**config.mk**
```make
export PLATFORM = sky130hd
export DESIGN_NAME = fnv_unmap_flat
export DESIGN_NICKNAME = d
export VERILOG_FILES = /design/src/rtl/fnv_unmap_if.sv /design/src/rtl/fnv_unmap.sv /design/src/flat_wrapper.sv
export SDC_FILE = /design/constraint.sdc
export NUM_CORES = 1
export LEC_CHECK = 0
export ABC_CLOCK_PERIOD_IN_PS = 9300
export BUFFER_PORTS_ARGS = -buffer_cell sky130_fd_sc_hd__buf_2
export CAP_MARGIN = 15
export CORE_AREA = 10 10 166 168
export DETAILED_ROUTE_END_ITERATION = 10
export DIE_AREA = 0 0 176 178
export GPL_TIMING_DRIVEN = 0
export HOLD_SLACK_MARGIN = 0.15
export PLACE_DENSITY_LB_ADDON = 0.12
export SETUP_SLACK_MARGIN = 0.15
export SYNTH_ARGS = -nofsm -noshare
export SYNTH_HDL_FRONTEND = slang
export SYNTH_SLANG_ARGS = --single-unit
```
**constraint.sdc**
```tcl
create_clock -name clk -period 9.3 [get_ports clk]
set_clock_uncertainty 0.2 [all_clocks]
set_input_delay 2.325 -clock clk [delete_from_list [all_inputs] [get_ports clk]]
set_output_delay 2.325 -clock clk [all_outputs]
set_load 0.01 [all_outputs]
```
**src/rtl/fnv_unmap_if.sv**
```systemverilog
// -----------------------------------------------------------------------------
// fnv_unmap_if
//   Bundles the command handshake from the sequencer and the word-store memory
//   port used by fnv_unmap.
//
//   Command side : start, origin, modifier, length, cond_ok -> busy, done,
//                  err, skipped
//   Memory side  : mem_req, mem_we, mem_addr, mem_wdata -> mem_gnt,
//                  mem_rvalid, mem_rdata
//
//   modport master : the fnv_unmap block (memory-port master)
//   modport slave  : the environment (sequencer plus word store)
// -----------------------------------------------------------------------------
interface fnv_unmap_if #(
   parameter int ADDR_W = 8
);
   logic              start;
   logic [ADDR_W-1:0] origin;
   logic [ADDR_W-1:0] modifier;
   logic [ADDR_W:0]   length;
   logic              cond_ok;
   logic              busy;
   logic              done;
   logic              err;
   logic              skipped;

   logic              mem_req;
   logic              mem_we;
   logic [ADDR_W-1:0] mem_addr;
   logic [31:0]       mem_wdata;
   logic              mem_gnt;
   logic              mem_rvalid;
   logic [31:0]       mem_rdata;

   modport master (
      input  start, origin, modifier, length, cond_ok,
      input  mem_gnt, mem_rvalid, mem_rdata,
      output busy, done, err, skipped,
      output mem_req, mem_we, mem_addr, mem_wdata
   );

   modport slave (
      output start, origin, modifier, length, cond_ok,
      output mem_gnt, mem_rvalid, mem_rdata,
      input  busy, done, err, skipped,
      input  mem_req, mem_we, mem_addr, mem_wdata
   );
endinterface

```
**src/rtl/fnv_unmap.sv**
```systemverilog
// -----------------------------------------------------------------------------
// fnv_unmap
//   Sequential inverse of the FNV map on the word store. For each i in
//   [0, length) it reads r = mem[origin+i] and b = mem[modifier+i], then writes
//   mem[origin+i] = (r ^ b) * 0x359C449B (mod 2^32). 0x359C449B is the
//   multiplicative inverse of the FNV prime 0x01000193, so this exactly undoes
//   a prior FNV map with the same operands.
//
//   Ports
//     clk     : rising-edge clock
//     reset_n : asynchronous active-low reset
//     bus     : fnv_unmap_if.master (command handshake + memory port)
// -----------------------------------------------------------------------------
module fnv_unmap #(
   parameter int ADDR_W = 8
) (
   input  logic         clk,
   input  logic         reset_n,
   fnv_unmap_if.master  bus
);

   localparam logic [31:0]       FNV_PRIME_INV = 32'h359C449B;
   // DEPTH widened by one bit so origin+length can be compared without wrap.
   localparam logic [ADDR_W+1:0] DEPTH_X       = {2'b01, {ADDR_W{1'b0}}};

   typedef enum logic [3:0] {
      IDLE, CHECK, RD_R, WT_R, RD_B, WT_B, EXEC, WR, DONE
   } state_t;

   state_t            state_q, state_d;
   logic              err_q, err_d;
   logic              skip_q, skip_d;

   logic [ADDR_W-1:0] orig_q, orig_d;
   logic [ADDR_W-1:0] mod_q, mod_d;
   logic [ADDR_W:0]   len_q, len_d;
   logic [ADDR_W:0]   idx_q, idx_d;
   logic              cond_q, cond_d;
   logic [31:0]       r_q, r_d;
   logic [31:0]       b_q, b_d;
   logic [31:0]       res_q, res_d;

   logic [ADDR_W+1:0] o_end, m_end;
   logic              out_of_range;
   logic              overlap;
   logic [ADDR_W-1:0] addr_r, addr_b;
   logic [ADDR_W:0]   idx_nxt;

   function automatic logic [31:0] unmap_word(input logic [31:0] r,
                                              input logic [31:0] b);
      return (r ^ b) * FNV_PRIME_INV;
   endfunction

   // Range ends are exclusive; computed one bit wider so no address wraps.
   assign o_end        = {2'b00, orig_q} + {1'b0, len_q};
   assign m_end        = {2'b00, mod_q}  + {1'b0, len_q};
   assign out_of_range = (o_end > DEPTH_X) || (m_end > DEPTH_X);
   assign overlap      = ({2'b00, orig_q} < m_end) && ({2'b00, mod_q} < o_end);

   // In-range indices never exceed DEPTH-1, so truncating the index is safe.
   assign addr_r  = orig_q + idx_q[ADDR_W-1:0];
   assign addr_b  = mod_q  + idx_q[ADDR_W-1:0];
   assign idx_nxt = idx_q + {{ADDR_W{1'b0}}, 1'b1};

   always_comb begin
      state_d       = state_q;
      err_d         = err_q;
      skip_d        = skip_q;
      orig_d        = orig_q;
      mod_d         = mod_q;
      len_d         = len_q;
      idx_d         = idx_q;
      cond_d        = cond_q;
      r_d           = r_q;
      b_d           = b_q;
      res_d         = res_q;

      bus.busy      = (state_q != IDLE);
      bus.done      = 1'b0;
      bus.err       = err_q;
      bus.skipped   = skip_q;
      bus.mem_req   = 1'b0;
      bus.mem_we    = 1'b0;
      bus.mem_addr  = '0;
      bus.mem_wdata = '0;

      case (state_q)
         IDLE: begin
            if (bus.start) begin
               orig_d  = bus.origin;
               mod_d   = bus.modifier;
               len_d   = bus.length;
               cond_d  = bus.cond_ok;
               err_d   = 1'b0;
               skip_d  = 1'b0;
               state_d = CHECK;
            end
         end
         CHECK: begin
            if (!cond_q) begin
               skip_d  = 1'b1;
               state_d = DONE;
            end else if (len_q == '0) begin
               state_d = DONE;
            end else if (out_of_range || overlap) begin
               err_d   = 1'b1;
               state_d = DONE;
            end else begin
               idx_d   = '0;
               state_d = RD_R;
            end
         end
         RD_R: begin
            bus.mem_req  = 1'b1;
            bus.mem_addr = addr_r;
            if (bus.mem_gnt) state_d = WT_R;
         end
         WT_R: begin
            if (bus.mem_rvalid) begin
               r_d     = bus.mem_rdata;
               state_d = RD_B;
            end
         end
         RD_B: begin
            bus.mem_req  = 1'b1;
            bus.mem_addr = addr_b;
            if (bus.mem_gnt) state_d = WT_B;
         end
         WT_B: begin
            if (bus.mem_rvalid) begin
               b_d     = bus.mem_rdata;
               state_d = EXEC;
            end
         end
         EXEC: begin
            res_d   = unmap_word(r_q, b_q);
            state_d = WR;
         end
         WR: begin
            bus.mem_req   = 1'b1;
            bus.mem_we    = 1'b1;
            bus.mem_addr  = addr_r;
            bus.mem_wdata = res_q;
            if (bus.mem_gnt) begin
               if (idx_nxt < len_q) begin
                  idx_d   = idx_nxt;
                  state_d = RD_R;
               end else begin
                  state_d = DONE;
               end
            end
         end
         DONE: begin
            bus.done = 1'b1;
            state_d  = IDLE;
         end
         default: state_d = IDLE;
      endcase
   end

   // Control state: asynchronously reset
   always_ff @(posedge clk or negedge reset_n) begin
      if (!reset_n) begin
         state_q <= IDLE;
         err_q   <= 1'b0;
         skip_q  <= 1'b0;
      end else begin
         state_q <= state_d;
         err_q   <= err_d;
         skip_q  <= skip_d;
      end
   end

   // Command fields and datapath: always written before being used
   always_ff @(posedge clk) begin
      orig_q <= orig_d;
      mod_q  <= mod_d;
      len_q  <= len_d;
      idx_q  <= idx_d;
      cond_q <= cond_d;
      r_q    <= r_d;
      b_q    <= b_d;
      res_q  <= res_d;
   end

endmodule
```
**src/flat_wrapper.sv**
```systemverilog
// flat-port wrapper written by rule: the top's interface ports become plain ports
module fnv_unmap_flat 
#(
   parameter int ADDR_W = 8
)
  (clk, reset_n, bus_start, bus_origin, bus_modifier, bus_length, bus_cond_ok, bus_mem_gnt, bus_mem_rvalid, bus_mem_rdata, bus_busy, bus_done, bus_err, bus_skipped, bus_mem_req, bus_mem_we, bus_mem_addr, bus_mem_wdata);
  fnv_unmap_if #(.ADDR_W(ADDR_W)) bus_i ();
  input  logic clk;
  input  logic reset_n;
  input wire logic [$bits(bus_i.start)-1:0] bus_start;
  input wire logic [$bits(bus_i.origin)-1:0] bus_origin;
  input wire logic [$bits(bus_i.modifier)-1:0] bus_modifier;
  input wire logic [$bits(bus_i.length)-1:0] bus_length;
  input wire logic [$bits(bus_i.cond_ok)-1:0] bus_cond_ok;
  input wire logic [$bits(bus_i.mem_gnt)-1:0] bus_mem_gnt;
  input wire logic [$bits(bus_i.mem_rvalid)-1:0] bus_mem_rvalid;
  input wire logic [$bits(bus_i.mem_rdata)-1:0] bus_mem_rdata;
  output wire logic [$bits(bus_i.busy)-1:0] bus_busy;
  output wire logic [$bits(bus_i.done)-1:0] bus_done;
  output wire logic [$bits(bus_i.err)-1:0] bus_err;
  output wire logic [$bits(bus_i.skipped)-1:0] bus_skipped;
  output wire logic [$bits(bus_i.mem_req)-1:0] bus_mem_req;
  output wire logic [$bits(bus_i.mem_we)-1:0] bus_mem_we;
  output wire logic [$bits(bus_i.mem_addr)-1:0] bus_mem_addr;
  output wire logic [$bits(bus_i.mem_wdata)-1:0] bus_mem_wdata;
  assign bus_i.start = bus_start;
  assign bus_i.origin = bus_origin;
  assign bus_i.modifier = bus_modifier;
  assign bus_i.length = bus_length;
  assign bus_i.cond_ok = bus_cond_ok;
  assign bus_i.mem_gnt = bus_mem_gnt;
  assign bus_i.mem_rvalid = bus_mem_rvalid;
  assign bus_i.mem_rdata = bus_mem_rdata;
  assign bus_busy = bus_i.busy;
  assign bus_done = bus_i.done;
  assign bus_err = bus_i.err;
  assign bus_skipped = bus_i.skipped;
  assign bus_mem_req = bus_i.mem_req;
  assign bus_mem_we = bus_i.mem_we;
  assign bus_mem_addr = bus_i.mem_addr;
  assign bus_mem_wdata = bus_i.mem_wdata;
  fnv_unmap #(.ADDR_W(ADDR_W)) u_core (.clk(clk), .reset_n(reset_n), .bus(bus_i));
endmodule
```
==> impl_results.md, run 1 <==
* Sequential fraction of the synthesis area at 27.3%
* Port Buffers at 108
* Worst Tran Pin Value at around 1.0 ns
* CP arrival at between 7 and 8 ns
* Max Clock Freq at roughly 140 MHz
* Post-CTS Hold Buffers at 0
* Placement Setup Slack at ~1.9 ns
* Crit path max fanout at 8
* Area leader, netlist: edfxtp_1
* Reg area at about 4000 µm²
* Async SR Flop Fraction at under 10%
* Mapped Cells at ~1400
* Syn avg cell area at 11.0 µm²
* Synth Area in Compound Gates at ~7.5%
* Status: completed
* Chip Height at about 180 µm
* Detailed-route DRC error count at 0
* Vias/cell at roughly 5.3
* Fin. Hold Viols at 0
* Simple-gate portion of the synthesized area at roughly 6.7%
* Setup crit start kind: flop
* Largest net degree at the start of global routing at 33
* Initial antenna violation count at 0
* Critical path class: reg -> reg
* Ports at between 100 and 150
* Synth top area share at between 20% and 30%
* Vias at 9776
* Vias in the first global route at 10200
* Setup-failing EPs final at 0
* Slew HR at a little under a third
* Placer Congestion at around 0.92
* Htree depth at 4
* Max Buffers Root-to-Sink at 2
* Fin crit share at just under 80%
* Max_cap viols at 0
* Area of the multi-input gates at 9700 µm²
* Root buf cell: clkbuf_16
* Iter 0 DRT Violations at roughly 680
* Post-route ant nets at 0
* Adder-cell share of the synthesized area at 41.7%
* CTS tree: yes
* Synth Area in XOR/XNOR at ~8%
* Synthesis warning total at 0
* Setup TNS at 0 ns
* Share of cells above drive strength 1 at 11.9%
* Post-DR wirelength/cell at approximately 18 µm
* Clock transition at path regs at 0.07 ns
* Mux contribution to synthesized area at less than 1%
* Sink Count at 137
* Placed Cells at around 1800
* FF+latch count, synth at between 100 and 150
* Area grow syn2layout at 10.9%
* Dpl hpwl at about 27000 µm
* GRT Util Overall at between 20% and 30%
* Critical path capture point type: flop
* Row cnt at 57
* Max-slew violations at 0
* Nets at around 2000
* Drt total wl at 32700 µm
* Unrepaired setup endpoints after global routing: no
* Hold crit path type: reg -> reg
* DR pass1 iterations at 4
* Post-CTS sizing at 0
* Setup ws final at ~1.9 ns
* First-pass GRT wire length at between 50000 and 60000 µm
* Combinational family with the most area after synthesis: adder cells
* Fillers at 1883
* Mapped Nets at about 1800
* EDFF count, synth at around 130
* Total CTS buffers at 17
* Area of the core at 24100 µm²
* Diodes inserted at 0
* Min cycle time layout at 7.38 ns
* Synth Flop Type: edfxtp_1
* Worst skew pair latency at between 0.4 and 0.5 ns
* Initial Util at between 60 and 70%
* Dominant cells by area after synthesis: edfxtp_1, ha_1, fa_1
* Die area at about 31000 µm²
* Setup Buffers After CTS at 0
* Mapped Area at ~15000 µm²
* Grt ovf at 0
* Finished Layout Cells at between 1500 and 2000
* Die width at ~180 µm
* Worst EP required at ~9.3 ns
* Number of distinct library cells after synthesis at 62
-- path summary, 6_finish.rpt --
kind | from | to | slack (ns) | cells after the start
max | u_core.b_q[5] | u_core.res_q[30] | 1.92 | 22
min | u_core.bus.skipped | u_core.bus.skipped | 0.29 | 2
max reg2reg | u_core.b_q[5] | u_core.res_q[30] | 1.92 | 22
min reg2reg | u_core.bus.skipped | u_core.bus.skipped | 0.29 | 2
max in group asynchronous | reset_n | u_core.state_q[1] | 7.27 | 1
min in group asynchronous | reset_n | u_core.bus.skipped | 1.49 | 1
-- registers in the layout, summed over array words and instances (netlist names) --
register,count
u_core.bus.err,1
u_core.res_q,32
u_core.b_q,32
u_core.idx_q,9
u_core.mod_q,8
u_core.cond_q,1
u_core.r_q,32
u_core.orig_q,8
u_core.state_q,4
u_core.len_q,9
u_core.bus.skipped,1
-- layer usage --
| metal | part of all wire [%] | vias to the layer above | global-route usage [%] |
|---|---|---|---|
| li1 | - | 4775 | - |
| met3 | 5.2 | 41 | 3.87 |
| met1 | 47 | 4728 | 29.9 |
| met5 | 0 | - | 0 |
| met2 | 46 | 232 | 34.4 |
| met4 | 2.0 | 0 | 6.61 |
-- area by class of cell --
cell class | instances | area share (%)
buffer | 13 | 0.309
clock buffer | 17 | 2.56
clock inverter | 15 | 1.10
inverter | 306 | 6.92
multi-input combinational | 908 | 58.4
sequential | 137 | 24.6
tap | 324 | 2.44
timing repair buffer | 115 | 3.66
-- cells in the mapped netlist (2+ instances only) --
library cell and n:
o21bai_1 7, clkbuf_1 11, or2_2 4, a211oi_2 4
mux2_2 8, o31a_1 2, mux2i_1 4, nand2b_1 10
xor2_1 66, xnor2_1 60, dfrtp_1 6, xor2_2 3
edfxtp_1 131, o21ai_1 4, and4_1 2, o21ai_0 29
a21boi_0 3, o2111ai_1 4, o211ai_1 3, and2_1 42
a211o_1 2, a21o_1 18, ha_1 250, nand2_1 42
nor4_1 5, a211oi_1 14, a21oi_1 36, inv_1 306
fa_1 156, buf_2 2, a31oi_1 4, o22ai_1 2
nand4_1 5, nand3_1 10, nor2b_1 5, and3_1 5
nor2_1 48, o21a_1 13, or3_1 4, nor3_1 12
-- placed cells by master, fill, tap and decap left out, types with 5 or more instances in the layout --
cell type and instances:
a21oi_1 36, o21bai_1 7, nor2_1 48, clkbuf_1 11
nand2_1 42, and2_1 42, o21a_1 13, buf_2 110
nor2b_1 5, xnor2_1 60, a21o_1 18, o21ai_0 29
xor2_1 66, clkbuf_16 17, ha_1 250, nor3_1 12
edfxtp_1 131, mux2_2 8, nand3_1 10, nand4_1 5
inv_6 5, fa_1 156, dfrtp_1 6, a211oi_1 14
inv_1 306, nand2b_1 10
-- through the flow --
step,area [µm²],util [%],hold WS (ns)
finish,16600,68.9,0.292
global route,16600,68.9,0.328
CTS,16600,68.8,0.301
detailed placement,16000,66.3,0.285
global placement,15900,66.0,0.278
floorplan,15000,-,0.316
-- worst max-delay path, stage by stage (launching register included) --
cell	delay [ns]
edfxtp_1	0.42
xor2_1	0.84
ha_1	0.44
ha_1	0.35
ha_1	0.28
inv_1	0.05
fa_1	0.50
inv_1	0.05
ha_1	0.27
ha_1	0.31
fa_1	0.49
inv_1	0.06
fa_1	0.50
inv_1	0.04
ha_1	0.34
a21oi_1	0.15
nand2_1	0.07
a211oi_1	0.57
o32ai_2	0.25
a211oi_2	0.42
o21bai_1	0.20
a41oi_2	0.25
xnor2_1	0.08
-- logic make-up after synthesis --
group,count (synthesis)
xor+xnor,130
flops,137
buf+inv,319
simple gates,199
compound gates,161
fa+ha+maj,406
mux,12
Power of run 1 is left out: the tool's default activity adds up to more than one toggle a clock period on the data nets, which glitch-free logic cannot reach.
==> inputs of run 2 (changes only) <==
Settings changed: ABC_AREA set to 1, ABC_CLOCK_PERIOD_IN_PS 9300 to 7450, CORE_AREA 10 10 166 168 to 10 10 168 170, DIE_AREA 0 0 176 178 to 0 0 178 180.
Clock period 9.3 ns to 7.45 ns, I/O delays scaled along.
==> impl_results.md, run 2 <==
* Status: completed
* Root buf cell: clkbuf_16
* Slew HR at around half
* Max Buffers Root-to-Sink at 2
* GRT Util Overall at 23.8%
* Number of distinct library cells after synthesis at 45
* Chip Height at ~180 µm
* Synth Flop Type: edfxtp_1
* Critical path class: reg -> reg
* Max-slew violations at 0
* Die width at about 180 µm
* Ports at 109
* FF+latch count, synth at 137
* Sequential fraction of the synthesis area at between 20% and 30%
* Min cycle time layout at 7.10 ns
* Unrepaired setup endpoints after global routing: yes
* Area of the core at between 20000 and 25000 µm²
* Dpl hpwl at ~30000 µm
* Max_cap viols at 0
* Vias/cell at roughly 5.3
* Post-route ant nets at 0
* Largest regs: u_core.b_q x32, u_core.r_q x32, u_core.res_q x32
* Async SR Flop Fraction at under 10%
* Dominant cells by area after synthesis: edfxtp_1, ha_1, fa_1
* Commonest non-fill, non-tap cells in the layout: inv_1, ha_1, nand2_1, fa_1, edfxtp_1
* Initial antenna violation count at 0
* Clock transition at path regs at around 0.060 ns
* Most common cell after layout, fill and taps aside: inv_1
* CTS tree: yes
* Area grow syn2layout at 11.4%
* Drt total wl at approximately 36000 µm
* Port Buffers at 108
* Origin of the critical flop-to-flop path: u_core.b_q[6]
* Post-DR wirelength/cell at 17.0 µm
* Crit path max fanout at 8
* Diodes inserted at 0
* First-pass GRT wire length at about 60000 µm
* FF-to-FF End: u_core.res_q[31]
* Vias at 11200
* CP arrival at between 7 and 8 ns
* Mapped Cells at about 1700
* Vias in the first global route at approximately 12000
* Hold Slack at ~0.31 ns
* Count leader, synth: inv_1
* Initial Util at approximately 62%
* Worst skew pair latency at 0.44 ns
* Most common library cells after synthesis: inv_1, ha_1, nand2_1
* Mapped Nets at approximately 2100
* GR Layer Usage met3 at under 10%
* R2R depth at 22
* Total CTS buffers at 17
* Synthesis warning total at 0
* Placer Congestion at 0.950
* Worst Tran Pin Value at 0.767 ns
* Row cnt at just under 60
* Global routing's busiest layer: met2
* Met2 Use GR at between 30% and 40%
* Fin. Hold Viols at 0
* Critical path capture point type: flop
* CP endpoint: u_core.res_q[31]
* Mapped Area at approximately 16000 µm²
* Share of cells above drive strength 1 at between 10 and 15%
* CP startpoint: u_core.b_q[6]
* Setup crit start kind: flop
* Sink Count at about 140
* Max Clock Freq at around 140 MHz
* Largest net degree at the start of global routing at 33
* Setup-failing EPs final at 0
* FF-to-FF setup slack at 0.35 ns
* Synth top area share at about a quarter
* EDFF count, synth at around 130
* Grt ovf at 0
* Worst EP required at 7.43 ns
* Hold crit path type: reg -> reg
* Die area at 32000 µm²
* DR pass1 iterations at 6
* Iter 0 DRT Violations at ~700
* Syn avg cell area at about 9.4 µm²
* Met1 Usage GRT at between 20% and 30%
* Nets at roughly 2300
* Htree depth at 4
* Fin crit share at 95.3%
* Detailed-route DRC error count at 0
* Area leader, netlist: edfxtp_1
## run 2: repair_timing
action	in CTS	in global routing
resized for setup	3	10
gates cloned	0	0
hold buffers	0	0
pin swaps	1	0
endpoints found under the setup margin	9	6
endpoints found under the hold margin	0	0
buffers inserted	1	1
## run 2: routing by layer
metal | routed length (µm) | up-vias
met1 | 15200 | 5356
met5 | 0 | -
met3 | 2230 | 85
li1 | - | 5441
met2 | 17400 | 325
met4 | 1330 | 0
## run 2: through the flow
stage          instance area (µm²)  std cells  TNS (ns)  util, %  worst slack (ns)
6_report                     17300       2130         0     69.5             0.347
5_1_grt                      17300       2130         0     69.5            0.0742
4_1_cts                      17200       2129         0     69.2             0.177
3_5_place_dp                 16600       2096    -0.722     66.7            -0.327
3_3_place_gp                 16500       2088    -0.519     66.2            -0.253
2_1_floorplan                15500       1650         0        -             0.913
## run 2: layout make-up
| class | count | area, µm² |
|---|---|---|
| buffer | 7 | 35.0 |
| tap | 330 | 413 |
| clock inverter | 15 | 163 |
| clock buffer | 17 | 425 |
| inverter | 439 | 1650 |
| fill | 1965 | 7600 |
| sequential | 137 | 4080 |
| multi-input combinational | 1067 | 9860 |
| timing repair buffer | 118 | 663 |
## run 2: logic make-up after synthesis
group	Yosys count	synth area share (%)
buf+inv	446	10.8
xor+xnor	106	6.20
simple gates	442	12.3
fa+ha+maj	406	40.3
compound gates	113	4.03
flops	137	26.3
## run 2: worst max-delay path: stages, from the launching register on
cell and delay (ns):
edfxtp_1 0.44, xor2_2 0.58, ha_1 0.22, inv_1 0.06, fa_1 0.53, inv_1 0.07, fa_1 0.53, inv_1 0.06
fa_1 0.50, fa_1 0.52, fa_1 0.51, fa_1 0.54, inv_1 0.05, fa_1 0.57, ha_1 0.40, inv_1 0.08
nor3_1 0.31, nand4_1 0.18, nand3b_1 0.22, inv_2 0.08, nor2_4 0.05, nand3_1 0.09, nand2_1 0.07
## run 2: worst min-delay path by stage
| stage | startpoint | end | slack [ns] | depth (start not counted) |
|---|---|---|---|---|
| finish | u_core.bus.err | u_core.bus.err | 0.31 | 2 |
| global route | u_core.bus.skipped | u_core.bus.skipped | 0.35 | 2 |
| CTS | u_core.bus.err | u_core.bus.err | 0.31 | 2 |
| detailed placement | u_core.bus.err | u_core.bus.err | 0.29 | 2 |
| global placement | u_core.bus.skipped | u_core.bus.skipped | 0.28 | 2 |
| floorplan | u_core.bus.err | u_core.bus.err | 0.33 | 2 |
Power of run 2 is left out for the same reason.
